==> config.mk <==
export PLATFORM = sky130hd
export DESIGN_NAME = spi_slave_rx_param_flat
export DESIGN_NICKNAME = d
export VERILOG_FILES = /design/src/rtl/spi_slave_rx_param_if.sv /design/src/rtl/spi_slave_rx_param.sv /design/src/flat_wrapper.sv
export SDC_FILE = /design/constraint.sdc
export NUM_CORES = 1
export LEC_CHECK = 0
export ABC_AREA = 1
export CAP_MARGIN = 20
export CORE_ASPECT_RATIO = 0.5
export CORE_MARGIN = 2
export CORE_UTILIZATION = 52
export CTS_BUF_LIST = sky130_fd_sc_hd__clkbuf_4 sky130_fd_sc_hd__clkbuf_8
export CTS_CLUSTER_DIAMETER = 50
export DETAILED_ROUTE_END_ITERATION = 6
export GPL_TIMING_DRIVEN = 1
export PLACE_DENSITY = 0.77
export SETUP_SLACK_MARGIN = 0.02
export SLEW_MARGIN = 20
export SYNTH_ARGS = -nofsm -noshare
export SYNTH_HDL_FRONTEND = slang
export SYNTH_SLANG_ARGS = --single-unit
==> constraint.sdc <==
create_clock -name clock -period 1.7 [get_ports clock]
set_clock_uncertainty 0.05 [all_clocks]
set_input_delay 0.34 -clock clock [delete_from_list [all_inputs] [get_ports clock]]
set_output_delay 0.34 -clock clock [all_outputs]
set_load 0.02 [all_outputs]
==> src/rtl/spi_slave_rx_param_if.sv <==
// SPI pin bundle and word handshake for the SPI slave receiver.
// The slave modport is the receiver's view; master is the driver/consumer side.
interface spi_slave_rx_param_if #(
    parameter int DATA_WIDTH = 16
);
    logic                  spi_nss;
    logic                  spi_clock_in;
    logic                  spi_data_in;
    logic [DATA_WIDTH-1:0] data_out;
    logic                  data_valid;
    logic                  data_ready;
    logic                  overrun;
    logic                  frame_error;
    logic                  busy;

    modport slave (
        input  spi_nss, spi_clock_in, spi_data_in, data_ready,
        output data_out, data_valid, overrun, frame_error, busy
    );

    modport master (
        output spi_nss, spi_clock_in, spi_data_in, data_ready,
        input  data_out, data_valid, overrun, frame_error, busy
    );
endinterface

==> src/rtl/spi_slave_rx_param.sv <==
// Oversampled SPI slave receiver: synchronised and glitch-filtered NSS/SCLK, any CPOL/CPHA,
// configurable width and bit order, valid/ready word output with overrun and framing-error pulses.
module spi_slave_rx_param #(
    parameter int DATA_WIDTH = 16,
    parameter int FILTER_LEN = 2,
    parameter int CPOL       = 0,
    parameter int CPHA       = 0,
    parameter int MSB_FIRST  = 1
) (
    input logic                 clock,
    input logic                 reset,
    spi_slave_rx_param_if.slave bus
);
    localparam int                    CNT_W      = $clog2(DATA_WIDTH);
    localparam logic [CNT_W-1:0]      LAST_BIT   = CNT_W'(DATA_WIDTH - 1);
    localparam logic [3:0]            FLT_LAST   = 4'(FILTER_LEN - 1);
    localparam logic                  IDLE_SCLK  = (CPOL != 0);
    localparam logic                  SAMPLE_LVL = (CPOL == CPHA);

    typedef enum logic {IDLE, SHIFT} StateT;

    logic [1:0]            nssSyncQ, sclkSyncQ, mosiSyncQ;
    logic                  nssFiltQ, sclkFiltQ, sclkDlyQ;
    logic [3:0]            nssCntQ, sclkCntQ;
    StateT                 stateQ;
    logic [CNT_W-1:0]      bitCntQ;
    logic [DATA_WIDTH-1:0] shiftQ, shiftD, dataQ;
    logic                  validQ, overrunQ, frameErrQ, busyQ;
    logic                  sampleEdge;

    // A filtered level only moves after the synchronised input disagrees for FILTER_LEN clocks.
    always_ff @(posedge clock or posedge reset) begin
        if (reset) begin
            nssSyncQ  <= 2'b11;
            sclkSyncQ <= {2{IDLE_SCLK}};
            mosiSyncQ <= 2'b00;
            nssFiltQ  <= 1'b1;
            sclkFiltQ <= IDLE_SCLK;
            sclkDlyQ  <= IDLE_SCLK;
            nssCntQ   <= '0;
            sclkCntQ  <= '0;
        end else begin
            nssSyncQ  <= {nssSyncQ[0], bus.spi_nss};
            sclkSyncQ <= {sclkSyncQ[0], bus.spi_clock_in};
            mosiSyncQ <= {mosiSyncQ[0], bus.spi_data_in};
            sclkDlyQ  <= sclkFiltQ;

            if (nssSyncQ[1] == nssFiltQ) begin
                nssCntQ <= '0;
            end else if (nssCntQ == FLT_LAST) begin
                nssFiltQ <= nssSyncQ[1];
                nssCntQ  <= '0;
            end else begin
                nssCntQ <= nssCntQ + 1'b1;
            end

            if (sclkSyncQ[1] == sclkFiltQ) begin
                sclkCntQ <= '0;
            end else if (sclkCntQ == FLT_LAST) begin
                sclkFiltQ <= sclkSyncQ[1];
                sclkCntQ  <= '0;
            end else begin
                sclkCntQ <= sclkCntQ + 1'b1;
            end
        end
    end

    assign sampleEdge = (sclkFiltQ != sclkDlyQ) && (sclkFiltQ == SAMPLE_LVL);

    always_comb begin
        shiftD = shiftQ;
        if (MSB_FIRST != 0) begin
            shiftD = {shiftQ[DATA_WIDTH-2:0], mosiSyncQ[1]};
        end else begin
            shiftD = {mosiSyncQ[1], shiftQ[DATA_WIDTH-1:1]};
        end
    end

    // NSS rising wins over a coincident sample edge; a completed word loads only into a free slot.
    always_ff @(posedge clock or posedge reset) begin
        if (reset) begin
            stateQ    <= IDLE;
            bitCntQ   <= '0;
            shiftQ    <= '0;
            dataQ     <= '0;
            validQ    <= 1'b0;
            overrunQ  <= 1'b0;
            frameErrQ <= 1'b0;
            busyQ     <= 1'b0;
        end else begin
            overrunQ  <= 1'b0;
            frameErrQ <= 1'b0;
            if (validQ && bus.data_ready) begin
                validQ <= 1'b0;
            end
            case (stateQ)
                IDLE: begin
                    if (!nssFiltQ) begin
                        stateQ  <= SHIFT;
                        busyQ   <= 1'b1;
                        bitCntQ <= '0;
                        shiftQ  <= '0;
                    end
                end
                SHIFT: begin
                    if (nssFiltQ) begin
                        stateQ  <= IDLE;
                        busyQ   <= 1'b0;
                        bitCntQ <= '0;
                        if (bitCntQ != '0) begin
                            frameErrQ <= 1'b1;
                        end
                    end else if (sampleEdge) begin
                        shiftQ <= shiftD;
                        if (bitCntQ == LAST_BIT) begin
                            bitCntQ <= '0;
                            if (!validQ || bus.data_ready) begin
                                dataQ  <= shiftD;
                                validQ <= 1'b1;
                            end else begin
                                overrunQ <= 1'b1;
                            end
                        end else begin
                            bitCntQ <= bitCntQ + 1'b1;
                        end
                    end
                end
                default: stateQ <= IDLE;
            endcase
        end
    end

    assign bus.data_out    = dataQ;
    assign bus.data_valid  = validQ;
    assign bus.overrun     = overrunQ;
    assign bus.frame_error = frameErrQ;
    assign bus.busy        = busyQ;
endmodule

==> src/flat_wrapper.sv <==
// flat-port wrapper written by rule: the top's interface ports become plain ports
module spi_slave_rx_param_flat 
#(
    parameter int DATA_WIDTH = 16,
    parameter int FILTER_LEN = 2,
    parameter int CPOL       = 0,
    parameter int CPHA       = 0,
    parameter int MSB_FIRST  = 1
)
  (clock, reset, bus_spi_nss, bus_spi_clock_in, bus_spi_data_in, bus_data_ready, bus_data_out, bus_data_valid, bus_overrun, bus_frame_error, bus_busy);
  spi_slave_rx_param_if #(.DATA_WIDTH(DATA_WIDTH)) bus_i ();
  input logic clock;
  input logic reset;
  input wire logic [$bits(bus_i.spi_nss)-1:0] bus_spi_nss;
  input wire logic [$bits(bus_i.spi_clock_in)-1:0] bus_spi_clock_in;
  input wire logic [$bits(bus_i.spi_data_in)-1:0] bus_spi_data_in;
  input wire logic [$bits(bus_i.data_ready)-1:0] bus_data_ready;
  output wire logic [$bits(bus_i.data_out)-1:0] bus_data_out;
  output wire logic [$bits(bus_i.data_valid)-1:0] bus_data_valid;
  output wire logic [$bits(bus_i.overrun)-1:0] bus_overrun;
  output wire logic [$bits(bus_i.frame_error)-1:0] bus_frame_error;
  output wire logic [$bits(bus_i.busy)-1:0] bus_busy;
  assign bus_i.spi_nss = bus_spi_nss;
  assign bus_i.spi_clock_in = bus_spi_clock_in;
  assign bus_i.spi_data_in = bus_spi_data_in;
  assign bus_i.data_ready = bus_data_ready;
  assign bus_data_out = bus_i.data_out;
  assign bus_data_valid = bus_i.data_valid;
  assign bus_overrun = bus_i.overrun;
  assign bus_frame_error = bus_i.frame_error;
  assign bus_busy = bus_i.busy;
  spi_slave_rx_param #(.DATA_WIDTH(DATA_WIDTH), .FILTER_LEN(FILTER_LEN), .CPOL(CPOL), .CPHA(CPHA), .MSB_FIRST(MSB_FIRST)) u_core (.clock(clock), .reset(reset), .bus(bus_i));
endmodule
==> impl_metrics.xml <==
<?xml version="1.0" encoding="UTF-8"?>
<metrics>
  <group name="clock_tree">
    <metric name="cts_setup_buffers" unit="">0</metric>
    <metric name="post_cts_gate_resize_count" unit="">20</metric>
    <metric name="clock_sinks" unit="">57</metric>
    <metric name="ctsLongestPathBuffers" unit="">2</metric>
    <metric name="cts-hold-fix-buffers" unit="">0</metric>
    <metric name="clk_pin_slew_worst_paths" unit="ns">0.06</metric>
    <metric name="ctsHtreeMaxLevel" unit="">3</metric>
    <metric name="cts.root.buffer_cell" unit="">sky130_fd_sc_hd__clkbuf_8</metric>
    <metric name="clk-insertion-delay-late" unit="ns">0.34</metric>
    <metric name="tritoncts_buffer_count" unit="">9</metric>
    <metric name="tritoncts" unit="">yes</metric>
  </group>
  <group name="global_route">
    <metric name="first_global_vias" unit="">1587</metric>
    <metric name="grt.met2_usage" unit="%">30.6</metric>
    <metric name="groute.layer.met1.usage" unit="%">21.1</metric>
    <metric name="grt_antenna_before_repair" unit="">0</metric>
    <metric name="global_route.usage.met3" unit="%">9.68</metric>
    <metric name="grt_max_degree" unit="">33</metric>
    <metric name="grt_pass1_wl" unit="um">7040</metric>
    <metric name="total_track_usage" unit="%">18.9</metric>
    <metric name="busiest_layer" unit="">met2</metric>
    <metric name="globalRoute.totalOverflow" unit="">0</metric>
  </group>
  <group name="detailed_routing">
    <metric name="residual_drc" unit="">0</metric>
    <metric name="avgRoutedWirePerCell" unit="um">12.5</metric>
    <metric name="drtAntennaViolNets" unit="">0</metric>
    <metric name="finalWirelength" unit="um">4030</metric>
    <metric name="routed-via-count" unit="">1573</metric>
    <metric name="drt-initial-drc-count" unit="">53</metric>
    <metric name="firstDrtPassIters" unit="">4</metric>
    <metric name="avgViaCountPerCell" unit="">4.89</metric>
  </group>
  <group name="setup_path">
    <metric name="critical_path_peak_fanout" unit="">32</metric>
    <metric name="timing.critical_path.required" unit="ns">1.88</metric>
    <metric name="setup.worst_path.end_class" unit="">register</metric>
    <metric name="worst-setup-path-type" unit="">register to register</metric>
    <metric name="arrival" unit="ns">1.73</metric>
    <metric name="timing.critical_path.from_type" unit="">register</metric>
    <metric name="worst-r2r-cell-count" unit="">7</metric>
  </group>
  <group name="die">
    <metric name="starting_density_of_the_core" unit="%">54.0</metric>
    <metric name="die_width" unit="um">99.6</metric>
    <metric name="core_region_area" unit="sq um">4400</metric>
    <metric name="boundaryPins" unit="">26</metric>
    <metric name="die_height" unit="um">51.8</metric>
    <metric name="die_outline_area" unit="sq um">5160</metric>
    <metric name="placement_rows" unit="">17</metric>
  </group>
  <group name="sta">
    <metric name="setup_total_negative_slack" unit="ns">0</metric>
    <metric name="clock_period_minus_worst_slack" unit="ns">1.55</metric>
    <metric name="tightestPinTransition" unit="ns">0.384</metric>
    <metric name="rsz0062_at_grt" unit="">no</metric>
    <metric name="setup-violations-final" unit="">0</metric>
    <metric name="max_freq" unit="GHz">0.643</metric>
    <metric name="timing.slew.headroom" unit="%">74.4</metric>
    <metric name="report.final.hold_viol_count" unit="">0</metric>
    <metric name="timing.final.max_slew_violations" unit="">0</metric>
    <metric name="min_period_over_period" unit="%">91.5</metric>
    <metric name="hold_slack" unit="ns">0.295</metric>
  </group>
  <group name="job">
    <metric name="drv_cap" unit="">0</metric>
  </group>
  <group name="finish">
    <metric name="synthToLayoutAreaGrowth" unit="%">23.8</metric>
    <metric name="final.fill_count" unit="">337</metric>
    <metric name="seq_area" unit="sq um">1430</metric>
    <metric name="diodes_inserted" unit="">0</metric>
    <metric name="layout.cell_area.non_filler" unit="sq um">2950</metric>
    <metric name="final_nets" unit="">275</metric>
    <metric name="multiInputGateArea" unit="sq um">779</metric>
    <metric name="layout-drive-gt1-share" unit="%">17.7</metric>
  </group>
  <group name="min_path">
    <metric name="holdCritPathClass" unit="">input pin to asynchronous set/reset pin</metric>
  </group>
  <group name="synthesis">
    <metric name="synthesized_area_per_cell" unit="sq um">10.5</metric>
    <metric name="syn_nets" unit="">240</metric>
    <metric name="syn_area" unit="sq um">2380</metric>
    <metric name="synth.yosys.warnings" unit="">0</metric>
    <metric name="synthesis.instances" unit="">226</metric>
    <metric name="postSynthRegisterBits" unit="">57</metric>
    <metric name="synth-seq-area-share" unit="%">60.1</metric>
    <metric name="synth_cell_type_count" unit="">23</metric>
  </group>
  <group name="placed_design">
    <metric name="dpl_cell_area" unit="sq um">2740</metric>
    <metric name="gpl.final_weighted_congestion" unit="">0.737</metric>
    <metric name="port_buffers" unit="">25</metric>
    <metric name="hpwl_dp" unit="um">2630</metric>
  </group>
  <group name="power_and_ir_drop">
    <metric name="vdd_ir_drop_max" unit="V">0.000737</metric>
    <metric name="total_leakage_power" unit="uW">0.00145</metric>
    <metric name="pwr_density_cell" unit="nW/um^2">1470</metric>
  </group>
  <group name="status">
    <metric name="status" unit="">finished clean</metric>
  </group>
</metrics>
==> cell usage after synthesis <==
cell type	n	area share, %
sky130_fd_sc_hd__o31ai_1	15	4.7
sky130_fd_sc_hd__clkbuf_1	3	0.47
sky130_fd_sc_hd__mux2_2	1	0.47
sky130_fd_sc_hd__xor2_1	3	1.1
sky130_fd_sc_hd__buf_1	1	0.16
sky130_fd_sc_hd__ha_1	8	4.2
sky130_fd_sc_hd__o21ai_2	16	5.9
sky130_fd_sc_hd__buf_6	3	1.4
sky130_fd_sc_hd__nor3b_1	1	0.32
sky130_fd_sc_hd__o21ai_0	5	1.1
sky130_fd_sc_hd__a31oi_1	1	0.26
sky130_fd_sc_hd__dfrtp_1	54	57
sky130_fd_sc_hd__nand3_4	1	0.74
sky130_fd_sc_hd__dfstp_2	3	3.3
sky130_fd_sc_hd__inv_2	2	0.32
sky130_fd_sc_hd__nand2_1	52	8.2
sky130_fd_sc_hd__nor2_1	15	2.4
sky130_fd_sc_hd__xnor2_1	2	0.74
sky130_fd_sc_hd__a21oi_1	1	0.21
sky130_fd_sc_hd__nor2_4	2	0.95
sky130_fd_sc_hd__inv_1	30	4.7
sky130_fd_sc_hd__nand3_1	6	1.3
sky130_fd_sc_hd__nor2b_1	1	0.26
==> per-layer routing <==
layer	routed length [um]	part of all wire, %
met1	1790	44
met2	2010	50
met3	193	4.8
met4	42	1.0
met5	0	0
==> cells by family after synthesis <==
family | after synthesis | share of synthesized area, %
fa+ha+maj | 8 | 4.21
compound gates | 38 | 12.2
simple gates | 78 | 14.1
xor+xnor | 5 | 1.84
flops | 57 | 60.1
buf+inv | 39 | 7.10
mux | 1 | 0.473
==> critical path, stage by stage, from the launching register on <==
cell and delay [ns]:
sky130_fd_sc_hd__dfrtp_1 0.39, sky130_fd_sc_hd__ha_1 0.18, sky130_fd_sc_hd__nand2_1 0.08, sky130_fd_sc_hd__nor2_1 0.27, sky130_fd_sc_hd__nand3_4 0.12, sky130_fd_sc_hd__buf_12 0.19
sky130_fd_sc_hd__nand2_1 0.10, sky130_fd_sc_hd__o21ai_2 0.06
==> worst paths after layout <==
kind,slack [ns],startpoint,endpoint
worst max-delay path,0.15,u_core.bitCntQ[0]$_DFFE_PP0P_,u_core.bus.data_out[3]$_DFFE_PP0P_
worst min-delay path,0.29,reset,u_core.bitCntQ[0]$_DFFE_PP0P_
worst max register to register,0.15,u_core.bitCntQ[0]$_DFFE_PP0P_,u_core.bus.data_out[3]$_DFFE_PP0P_
worst min register to register,0.29,u_core.sclkSyncQ[0]$_DFF_PP0_,u_core.sclkSyncQ[1]$_DFF_PP0_
max in group asynchronous,0.84,reset,u_core.bus.data_out[12]$_DFFE_PP0P_
min in group clock,0.30,u_core.sclkSyncQ[0]$_DFF_PP0_,u_core.sclkSyncQ[1]$_DFF_PP0_
==> layout by cell type (no fill, tap or decap) <==
cell / count
sky130_fd_sc_hd__a21oi_1: 1
sky130_fd_sc_hd__a31oi_1: 1
sky130_fd_sc_hd__buf_12: 3
sky130_fd_sc_hd__buf_4: 3
sky130_fd_sc_hd__bufinv_16: 2
sky130_fd_sc_hd__clkbuf_4: 1
sky130_fd_sc_hd__clkbuf_8: 12
sky130_fd_sc_hd__clkdlybuf4s50_1: 5
sky130_fd_sc_hd__clkinvlp_4: 1
sky130_fd_sc_hd__dfrtp_1: 54
sky130_fd_sc_hd__dfstp_2: 3
sky130_fd_sc_hd__dlygate4sd2_1: 20
sky130_fd_sc_hd__ha_1: 8
sky130_fd_sc_hd__inv_1: 29
sky130_fd_sc_hd__inv_2: 2
sky130_fd_sc_hd__mux2_2: 1
sky130_fd_sc_hd__nand2_1: 52
sky130_fd_sc_hd__nand3_1: 6
sky130_fd_sc_hd__nand3_4: 1
sky130_fd_sc_hd__nor2_1: 15
sky130_fd_sc_hd__nor2_4: 2
sky130_fd_sc_hd__nor2b_1: 1
sky130_fd_sc_hd__nor3b_1: 1
sky130_fd_sc_hd__o21ai_0: 5
sky130_fd_sc_hd__o21ai_2: 16
sky130_fd_sc_hd__o31ai_1: 15
sky130_fd_sc_hd__xnor2_1: 2
sky130_fd_sc_hd__xor2_1: 3
==> where the power goes <==
| group | switching, uW | internal, uW | total [uW] |
|---|---|---|---|
| combinational | 688 | 393 | 1080 |
| clock | 508 | 954 | 1460 |
| sequential | 185 | 1600 | 1780 |
==> state kept, by name (all words and copies together) (netlist names), 2 cells and up <==
signal,flops
u_core.bitCntQ,4
u_core.bus.data_out,16
u_core.mosiSyncQ,2
u_core.nssCntQ,4
u_core.sclkSyncQ,2
u_core.shiftQ,15
u_core.sclkCntQ,4
u_core.nssSyncQ,2
==> area by class of cell <==
class                   count  area share (%)
well taps                  57            2.42
repair buffers             31            10.5
inverters                  32            4.21
multi-input cells         130            26.5
flip-flops and latches     57            48.6
clock inverters             2            2.04
clock buffers              13            5.86
==> metrics by stage <==
| stage | std cells | power [uW] | utilization [%] | setup slack [ns] |
|---|---|---|---|---|
| final | 322 | 4320 | 66.9 | 0.145 |
| after CTS | 322 | 4370 | 66.9 | 0.165 |
| after global routing | 322 | 4620 | 66.9 | 0.0815 |
| after global placement | 307 | 2830 | 62.2 | 0.184 |
| after floorplan | 226 | 2550 | - | 0.129 |
| after detailed placement | 307 | 2900 | 62.2 | 0.124 |
No activity file was read; power rests on OpenSTA's default activity.
